### src/rtl/event_rate_meter.sv
// Multi-channel event rate meter: synchronised edge counters gated by a run-time
// programmable window, snapshotted into result registers with per-channel overflow.

module erm_lane #(
  parameter int CNT_WIDTH   = 32,
  parameter int SYNC_STAGES = 2,
  parameter bit BOTH        = 1'b0
) (
  input  logic                 clk,
  input  logic                 rst,
  input  logic                 i_sig,
  input  logic                 i_clr,
  output logic [CNT_WIDTH-1:0] o_next_cnt,
  output logic                 o_next_ovf
);
  logic [SYNC_STAGES-1:0] r_sync;
  logic                   r_dly;
  logic [CNT_WIDTH-1:0]   r_cnt;
  logic                   r_ovf;
  logic                   w_sync;
  logic                   w_edge;

  assign w_sync = r_sync[SYNC_STAGES-1];
  assign w_edge = BOTH ? (w_sync ^ r_dly) : (w_sync & ~r_dly);

  // Next count includes this cycle's edge so the closing window can snapshot it.
  always_comb begin
    o_next_cnt = r_cnt;
    o_next_ovf = r_ovf;
    if (w_edge) begin
      if (&r_cnt) o_next_ovf = 1'b1;
      else        o_next_cnt = r_cnt + 1'b1;
    end
  end

  always_ff @(posedge clk or posedge rst) begin
    if (rst) begin
      r_sync <= '0;
      r_dly  <= 1'b0;
      r_cnt  <= '0;
      r_ovf  <= 1'b0;
    end else begin
      r_sync <= {r_sync[SYNC_STAGES-2:0], i_sig};
      r_dly  <= w_sync;
      if (i_clr) begin
        r_cnt <= '0;
        r_ovf <= 1'b0;
      end else begin
        r_cnt <= o_next_cnt;
        r_ovf <= o_next_ovf;
      end
    end
  end
endmodule

module event_rate_meter #(
  parameter int                  CHANNELS    = 6,
  parameter int                  CNT_WIDTH   = 32,
  parameter int                  REF_HZ      = 50_000_000,
  parameter int                  PERIOD_MS   = 10,
  parameter int                  GATE_W      = 32,
  parameter int                  SYNC_STAGES = 2,
  parameter logic [CHANNELS-1:0] BOTH_EDGES  = '0,
  localparam int                 RD_W        = $clog2(CHANNELS) + 1
) (
  input  logic                 clk,
  input  logic                 rst,
  input  logic                 en,
  input  logic [GATE_W-1:0]    gate_len,
  input  logic [CHANNELS-1:0]  in_sig,
  input  logic [RD_W-1:0]      rd_ch,
  output logic [CNT_WIDTH-1:0] rd_data,
  output logic [CHANNELS-1:0]  ovf,
  output logic                 valid,
  output logic [15:0]          win_cnt,
  output logic                 busy
);
  localparam logic [GATE_W-1:0] DEF_GATE = GATE_W'(REF_HZ / 1000 * PERIOD_MS);

  typedef enum logic [1:0] {S_IDLE, S_ARM, S_RUN} state_t;

  state_t                               r_state, w_next;
  logic [GATE_W-1:0]                    r_gate;
  logic [CHANNELS-1:0][CNT_WIDTH-1:0]   r_result;
  logic [CHANNELS-1:0]                  r_ovf;
  logic [CNT_WIDTH-1:0]                 r_rd;
  logic                                 r_valid;
  logic [15:0]                          r_win;
  logic [CHANNELS-1:0][CNT_WIDTH-1:0]   w_next_cnt;
  logic [CHANNELS-1:0]                  w_next_ovf;
  logic [GATE_W-1:0]                    w_gate_ld;
  logic [CNT_WIDTH-1:0]                 w_rd;
  logic                                 w_close;
  logic                                 w_start;
  logic                                 w_clr;

  assign w_gate_ld = (gate_len == '0) ? DEF_GATE : gate_len;

  always_ff @(posedge clk or posedge rst) begin
    if (rst) r_state <= S_IDLE;
    else     r_state <= w_next;
  end

  // Abort on en=0 takes priority over closing the window in the same cycle.
  always_comb begin
    w_next  = r_state;
    w_close = 1'b0;
    w_start = 1'b0;
    case (r_state)
      S_IDLE: if (en) begin
        w_next  = S_ARM;
        w_start = 1'b1;
      end
      S_ARM:  w_next = S_RUN;
      S_RUN: begin
        if (!en)                 w_next  = S_IDLE;
        else if (r_gate == '0)   w_close = 1'b1;
      end
      default: w_next = S_IDLE;
    endcase
  end

  assign w_clr = (r_state != S_RUN) | w_close;

  for (genvar c = 0; c < CHANNELS; c++) begin : g_lane
    erm_lane #(
      .CNT_WIDTH  (CNT_WIDTH),
      .SYNC_STAGES(SYNC_STAGES),
      .BOTH       (BOTH_EDGES[c])
    ) u_lane (
      .clk       (clk),
      .rst       (rst),
      .i_sig     (in_sig[c]),
      .i_clr     (w_clr),
      .o_next_cnt(w_next_cnt[c]),
      .o_next_ovf(w_next_ovf[c])
    );
  end

  always_comb begin
    w_rd = '0;
    for (int c = 0; c < CHANNELS; c++)
      if (rd_ch == RD_W'(c)) w_rd = r_result[c];
  end

  always_ff @(posedge clk or posedge rst) begin
    if (rst) begin
      r_gate   <= '0;
      r_result <= '0;
      r_ovf    <= '0;
      r_rd     <= '0;
      r_valid  <= 1'b0;
      r_win    <= '0;
    end else begin
      r_valid <= w_close;
      r_rd    <= w_rd;
      if ((r_state == S_ARM) || w_close) r_gate <= w_gate_ld - 1'b1;
      else if (r_state == S_RUN)         r_gate <= r_gate - 1'b1;
      if (w_start)      r_win <= '0;
      else if (w_close) r_win <= r_win + 1'b1;
      if (w_close) begin
        r_result <= w_next_cnt;
        r_ovf    <= w_next_ovf;
      end
    end
  end

  assign rd_data = r_rd;
  assign ovf     = r_ovf;
  assign valid   = r_valid;
  assign win_cnt = r_win;
  assign busy    = (r_state != S_IDLE);
endmodule

### config.mk
export PLATFORM = sky130hd
export DESIGN_NAME = event_rate_meter
export DESIGN_NICKNAME = d
export VERILOG_FILES = /design/src/rtl/event_rate_meter.sv
export SDC_FILE = /design/constraint.sdc
export NUM_CORES = 1
export LEC_CHECK = 0
export CAP_MARGIN = 15
export CORE_ASPECT_RATIO = 1.2
export CORE_MARGIN = 4
export CORE_UTILIZATION = 40
export DETAILED_ROUTE_END_ITERATION = 12
export GPL_TIMING_DRIVEN = 0
export MAX_ROUTING_LAYER = met4
export PLACE_DENSITY_LB_ADDON = 0.05
export SLEW_MARGIN = 20
export SYNTH_ARGS = -nofsm -noshare
export SYNTH_HDL_FRONTEND = slang
export SYNTH_SLANG_ARGS = --single-unit
### constraint.sdc
create_clock -name clk -period 40.2 [get_ports clk]
set_input_delay 6.03 -clock clk [delete_from_list [all_inputs] [get_ports clk]]
set_output_delay 6.03 -clock clk [all_outputs]
set_load 0.01 [all_outputs]
==> impl.org, run 1 <==
** Status
- Result of the run :: complete, no violations

** Worst setup path
- The worst setup path is launched from an input port.
- Along the worst path, the maximum fanout reaches 10.
- Worst Setup End Kind :: register
- Worst path required time :: 40.67 ns
- Arrival time of the worst setup path :: 11.32 ns
- Kind of critical path :: input port to register

** Die
- From left edge to right edge, the die measures 227 um.
- Top-level I/O count :: 101
- After floorplanning, the core was divided into 96 placement rows.
- Total core area :: 57100 um^2
- Effective utilization at floorplan :: 40.3%
- Measured along the y axis, the die boundary spans 271 um.
- Die area :: 61500 um^2

** GRT
- GRT Resource Usage Total :: 24.7%
- The initial antenna violation count is 1.
- Entering global routing, the biggest net connects 103 pins.
- The first global-routing pass estimated 113000 um of wire.
- The total overflow left after global routing is 0.
- Vias in the first global route :: 18318

** Drt
- For this block, the via count after detailed routing is 18333.
- Using the TritonRoute via totals, the vias-per-cell ratio works out to 5.56.
- Number of detailed-route iterations in the first pass :: 9
- Final antenna-violating net count :: 0
- Post-route DRC :: 0
- Average wire per cell in the routed design :: 22.4 um
- Iteration-0 DRC Markers :: 1302
- After detailed routing, the total wire length is 74000 um.

** Timing
- Final-layout setup total negative slack :: 0 ns
- Derived from the worst setup path, the maximum achievable clock frequency is 92.1 MHz.
- Minimum clock period after layout :: 10.86 ns
- Setup repair after global routing missed its margin :: false
- Across all setup checks in the final design, the least slack found is 29.34 ns.
- The final critical path takes up 27.0% of the cycle.
- Count of final hold-check violations :: 0
- The clock arrives with 0.0282 ns of skew.
- At the pin with the least slew margin, the transition time is 1.18 ns.
- Worst hold margin :: 0.352 ns
- Max-slew violation count :: 0
- Max-slew headroom :: 21.5%
- Setup violations remaining at the end of the flow were counted as 0.

** Synthesis
- Net Count, Synth :: 2421
- Summed over all instances, the cell type with the most area after synthesis is dfrtp_1.
- The synthesized design contains 0 enable-type register cells.
- Mapped cell area :: 23000 um^2
- For this run, asynchronously set or reset flops after synthesis account for 100%.
- Share of the synthesized area in the top cell type :: 54.0%
- Averaged over all synthesized cells, the footprint is 9.74 um^2.
- Counting every instance in the synthesized netlist gives 2363.
- Count of state elements after synthesis :: 497
- In the post-synthesis netlist, the biggest area contributors are dfrtp_1 54%, nand2_1 5.5%, o21ai_0 5.3%.
- Flip-flop cell with the highest count after synthesis :: dfrtp_1
- Sequential elements use 54.0% of the synthesized area.
- The number of different library cells used by synthesis comes to 71.
- Synthesis warning total :: 0

** Place
- Including well taps, the total number of placed cells is 3202.
- Final RePlAce weighted congestion :: 0.927
- Buffers placed on the I/O ports in this run total 97.
- DP HPWL :: 55500 um
- Placed Instance Area :: 25100 um^2
- Timing analysis after detailed placement gives a worst setup slack of 28.72 ns.

** Clock network
- Post-cts resize count :: 0
- TritonCTS built the clock tree.
- The tree built by TritonCTS fans out to 497 sinks.
- Maximum count of clock buffers along a single path :: 3
- Buffers inserted to repair hold after CTS numbered 0.
- After clock tree synthesis, the clock-pin slew on the worst setup and hold paths is 0.06 ns.
- The number of clock buffers added by TritonCTS is 54.
- Clk Latency, worst-skew pair :: 0.62 ns
- The cell sitting at the root of the clock tree is a clkbuf_16.
- Post-CTS timing repair inserted 0 buffers for setup.
- Number of H-tree levels :: 2

** Finish
- Once layout is complete, the utilization of the core stands at 47.3%.
- The post-route netlist has 6.55% of its cells at a drive strength greater than 1.
- Summing all flip-flop and latch instances after layout gives 12400 um^2.
- Antenna cell count :: 0
- The net count of the finished layout is 2581.
- From synthesis to final layout, the design area changed by 17.4%.
- Filler instances :: 5438
- In the layout the commonest cells are 497 x dfrtp_1, 340 x nand2_1, 306 x nor2_1.
- After routing the design area is 27000 um^2.
- Count of placed standard cells in the final layout, fillers left out :: 3299
- Area taken by multi-input logic gates :: 10000 um^2
- Most common cell after layout, fill and taps aside :: dfrtp_1

** Job
- The tool flagged a number of max-cap violations equal to 0.

** Pwr
- Worst supply voltage drop on vdd :: 0.0000373 V
- Leakage power figure :: 11.0 nW
- Power Dens Cells :: 47.5 nW/um^2
- Overall power of the completed layout :: 1.28 mW

** Min path
- Path type of the worst min-delay path :: register to register
[final timing paths]
kind,slack [ns],to,start,depth (start not counted)
max,29.34,r_gate[30],en,16
min,0.35,g_lane[3].u_lane.r_sync[1],g_lane[3].u_lane.r_sync[0],0
max reg2reg,34.19,r_gate[30],r_gate[3],17
min reg2reg,0.35,g_lane[3].u_lane.r_sync[1],g_lane[3].u_lane.r_sync[0],0
max in group asynchronous,32.58,r_result[40],rst,6
min in group asynchronous,5.84,g_lane[4].u_lane.r_cnt[22],rst,2
[cell usage after synthesis (36+ instances only)]
master    number
xnor2_1       97
dfrtp_1      497
nand3_1       99
o21ai_0      246
xor2_1       125
and3_1        37
inv_1         36
nand4_1       45
clkbuf_1     107
nor2_1       306
nor3_1        47
nand2_1      340
[state kept, by name, indices dropped and copies added (netlist names)]
signal	count
valid	1
r_result	192
rd_data	32
g_lane.u_lane.r_cnt	192
r_gate	32
win_cnt	16
r_state	2
g_lane.u_lane.r_ovf	6
g_lane.u_lane.r_sync	12
ovf	6
g_lane.u_lane.r_dly	6
[metal layers]
layer,GRT usage (%),part of all wire (%),vias to the layer above
met2,41.9,51,448
met3,3.00,3.9,116
met4,7.55,3.5,0
met1,31.0,42,9236
li1,-,-,8533
met5,-,0,-
[worst max-delay path, cell delays in order]
cell and delay (ns):
clkdlybuf4s50_1 0.62, nand4b_1 0.21, or4_4 0.59, nand2_1 0.23, buf_2 0.31, buf_2 0.33
buf_2 0.33, mux2i_1 0.24, ha_1 0.27, nand2b_1 0.14, or3b_2 0.56, nor4_1 0.47
mux2_2 0.32, o21ai_1 0.14, o311ai_0 0.37, o211ai_1 0.15
[cells by family after synthesis]
kind of cell	Yosys count	synth area share [%]
fa+ha+maj	13	0.707
compound gates	396	10.5
mux	57	3.11
flops	497	54.0
simple gates	1022	20.6
xor+xnor	222	8.45
buf+inv	156	2.59
[power by group]
group	switching, mW	internal [mW]
Sequential	0.0189	0.519
Clock	0.214	0.322
Combinational	0.149	0.0599
Total	0.382	0.900
[cell type report]
cell class              count  area share, %
clock buffers              71           5.73
flip-flops and latches    497           46.1
inverters                  36          0.528
clock inverters            26           1.32
well taps                 735           3.41
multi-input cells        1710           37.0
plain buffers             120           1.70
repair buffers            104           4.23
Power figures use the tool's default switching activity.
==> run 2: changes to the inputs <==
Clock period 40.2 ns to 8.9 ns, I/O delays scaled along.
==> run 2 against run 1 <==
Net effect:
- cell count hardly changed
- combinational power grew to 4.5 times the previous value
- total power grew to 4.3 times the previous value
- sequential power grew to 4.5 times the previous value
- register-to-register slack worse by 31 ns
- non-clock buffer count is 11 higher
- design area hardly changed
- wire length is 0.19% lower
- first-iteration DRC count is 4.3% higher
- critical path depth stayed put
- worst hold slack worse by 0.0044 ns
==> impl.org, run 2 (synthesis gave the netlist of run 1 again) <==
** Timing
- Worst hold margin :: 0.347 ns
- Final clock period utilization by the worst path :: 66.9%
- Max-slew headroom :: 30.1%
- Highest attainable clock frequency :: 168 MHz
- Between clock sinks in the finished design, the worst skew comes to 0.0256 ns.
- The final-report max-slew violation count is 0.
- Slew @ Worst Pin :: 1.05 ns
- The final number of hold-violating endpoints came to 0.
- Setup repair after global routing missed its margin :: false
- Setup violations remaining at the end of the flow were counted as 0.
- Minimum clock period after layout :: 5.95 ns

** Worst setup path
- Largest stage delay on the critical path :: 0.65 ns
- Arrival time of the worst setup path :: 6.41 ns
- In this run the worst setup path terminates at r_gate[30].
- Critical path's top delay family :: simple AND/OR/NAND/NOR gates
- Worst-case reg-to-reg path depth :: 16
- At the worst endpoint, the required time is 9.36 ns.
- The critical path starts at en.
- Number of buffer and inverter stages on the critical path :: 4
- The critical path runs through a total of 16 cells.
- Cell with the biggest individual delay on the critical path :: clkdlybuf4s50_1
- Largest driver fanout on the critical path :: 10
- Kind of critical path :: input port to register
- Worst Setup End Kind :: register
- Reg2Reg Setup Slack :: 3.08 ns
- In this run the critical register-to-register path is launched from r_gate[0].
- The signal on the critical path passes through clkdlybuf4s50_1 -> nand4b_1 -> or4_4 -> nand2_1 -> buf_2 -> buf_2 -> buf_2 -> mux2i_1 -> ha_1 -> nand2b_1 -> or3b_2 -> nor4_1 -> mux2_2 -> o21ai_1 -> o311ai_0 -> o211ai_1.
- The worst register-to-register path ends at r_gate[30].
- By instance count, the cell type seen most on the critical path is buf_2.
- Type of origin of the critical path :: input port

** Drt
- Met3 wire len :: 2740 um
- Iteration-0 DRC Markers :: 1358
- For this run, design rule violations remaining after detail routing come to 0.
- The final route contains 18169 vias.
- The first TritonRoute pass finished after 9 iterations.
- Average wire per cell in the routed design :: 22.4 um
- Detail-routed via count per cell :: 5.50
- Final antenna-violating net count :: 0
- In this run the top signal layer used is met4.
- Post-Route M1 WL :: 30400 um
- Met2 wirelength from detailed routing :: 37400 um
- Total wirelength of the detailed-routed design :: 73900 um

** GRT
- Largest net degree at the start of global routing :: 34
- The via count of the first global-routing pass came to 18688.
- The total overflow left after global routing is 0.
- Number of antenna violations at the first check in global routing :: 2
- Global routing consumed, over all layers together, 24.8% of the routing resources.
- The first global-routing pass estimated 114000 um of wire.

** Place
- Summed over all nets, the half-perimeter wirelength after detailed placement is 56500 um.
- The congestion estimate from routability-driven global placement came to 0.912.
- Including well taps, the total number of placed cells is 3213.
- During placement, the flow inserted port buffers numbering 97.

** Clock network
- Buffers added to address setup during post-CTS repair amount to 0.
- Quantity of hold-fixing buffers added after cts :: 0
- TritonCTS clock tree :: yes
- Clock root buffer :: clkbuf_16
- Post-cts resize count :: 0
- The clock tree synthesis step divided the H-tree into 2 levels.
- TritonCTS sink count :: 497
- Maximum count of clock buffers along a single path :: 3
- Clock transition at the registers of the reported paths :: 0.06 ns
- Num CTS Buffers :: 54
- Clk Latency, worst-skew pair :: 0.62 ns

** Die
- Die area :: 61500 um^2
- Effective utilization at floorplan :: 40.3%
- Total core area :: 57100 um^2
- The die is 227 um wide.
- Top-level I/O count :: 101
- From bottom edge to top edge, the die measures 271 um.
- Row generation in the floorplan step produced 96 rows.

** Finish
- Compared with the post-synthesis result, the final layout area differs by 17.3%.
- Count of placed standard cells in the final layout, fillers left out :: 3302
- Filler instances :: 5435
- The library cell used most frequently in the layout, excluding fill and tap cells, is dfrtp_1.
- Of the cells placed in the final design, the portion with a size suffix greater than 1 is 6.43%.
- Most frequent cells in the layout :: 497 x dfrtp_1, 340 x nand2_1, 306 x nor2_1
- Area taken by multi-input logic gates :: 10000 um^2
- Net count of the finished layout :: 2592
- The largest registers in the layout are g_lane.u_lane.r_cnt (192), r_result (192).
- Seq. cell area :: 12400 um^2

** Job
- Max-capacitance violation count :: 0

** Min path
- The tightest min-delay check is of the register to register type.

** Pwr
- Power spread over the standard cell area amounts to 206 nW/um^2.
- Worst supply voltage drop on vdd :: 0.000156 V
- Summed over all cells, the static leakage comes to 11.0 nW.
- Overall power of the completed layout :: 5.57 mW

** Status
- Result of the run :: complete, no violations
run 2: changes by cell type in the layout (fill, tap and decap cells not counted):
cell	change
buf_12	+15
buf_16	-4
bufinv_16	-6
clkbuf_1	+6
clkinv_2	-7
clkinv_4	+1
clkinvlp_4	-2
diode_2	+1
inv_8	-1
nor4bb_1	-1
nor4bb_2	+1
run 2: metal layers:
layer / GRT usage (%) / up-vias
met4: 9.60 / 0
met2: 42.2 / 420
met3: 2.63 / 150
li1: - / 8535
met5: - / -
met1: 30.6 / 9064
run 2: power breakdown:
group          leakage, nW  switching (mW)  internal, mW  total (mW)
Sequential            6.82          0.0865          2.34        2.43
Clock                0.840           0.935          1.27        2.21
Combinational         3.35           0.654         0.279       0.933
run 2: worst min-delay path by stage:
stage                                from                          to  slack, ns  cells after the start
3_3_place_gp   g_lane[3].u_lane.r_sync[0]  g_lane[3].u_lane.r_sync[1]       0.33                      0
5_1_grt        g_lane[3].u_lane.r_sync[0]  g_lane[3].u_lane.r_sync[1]       0.35                      0
6_report       g_lane[3].u_lane.r_sync[0]  g_lane[3].u_lane.r_sync[1]       0.35                      0
2_1_floorplan  g_lane[0].u_lane.r_sync[0]  g_lane[0].u_lane.r_sync[1]       0.33                      0
4_1_cts        g_lane[3].u_lane.r_sync[0]  g_lane[3].u_lane.r_sync[1]       0.35                      0
3_5_place_dp   g_lane[0].u_lane.r_sync[0]  g_lane[0].u_lane.r_sync[1]       0.34                      0
run 2: through the flow:
stage,setup TNS [ns],util [%],area (um^2),setup WS [ns]
5_1_grt,0,47.3,27000,2.60
4_1_cts,0,47.3,27000,2.98
3_3_place_gp,-1289.69,43.7,24900,-2.64
2_1_floorplan,0,-,23000,0.822
3_5_place_dp,0,44.3,25300,2.34
6_report,0,47.3,27000,2.95
run 2: final cells by class:
cell class,count,share of cell area (%)
flip-flops and latches,497,46.1
clock buffers,77,5.81
clock inverters,11,0.473
diodes,1,0.00927
repair buffers,115,4.93
well taps,735,3.41
inverters,36,0.514
plain buffers,120,1.71
multi-input cells,1710,37.1
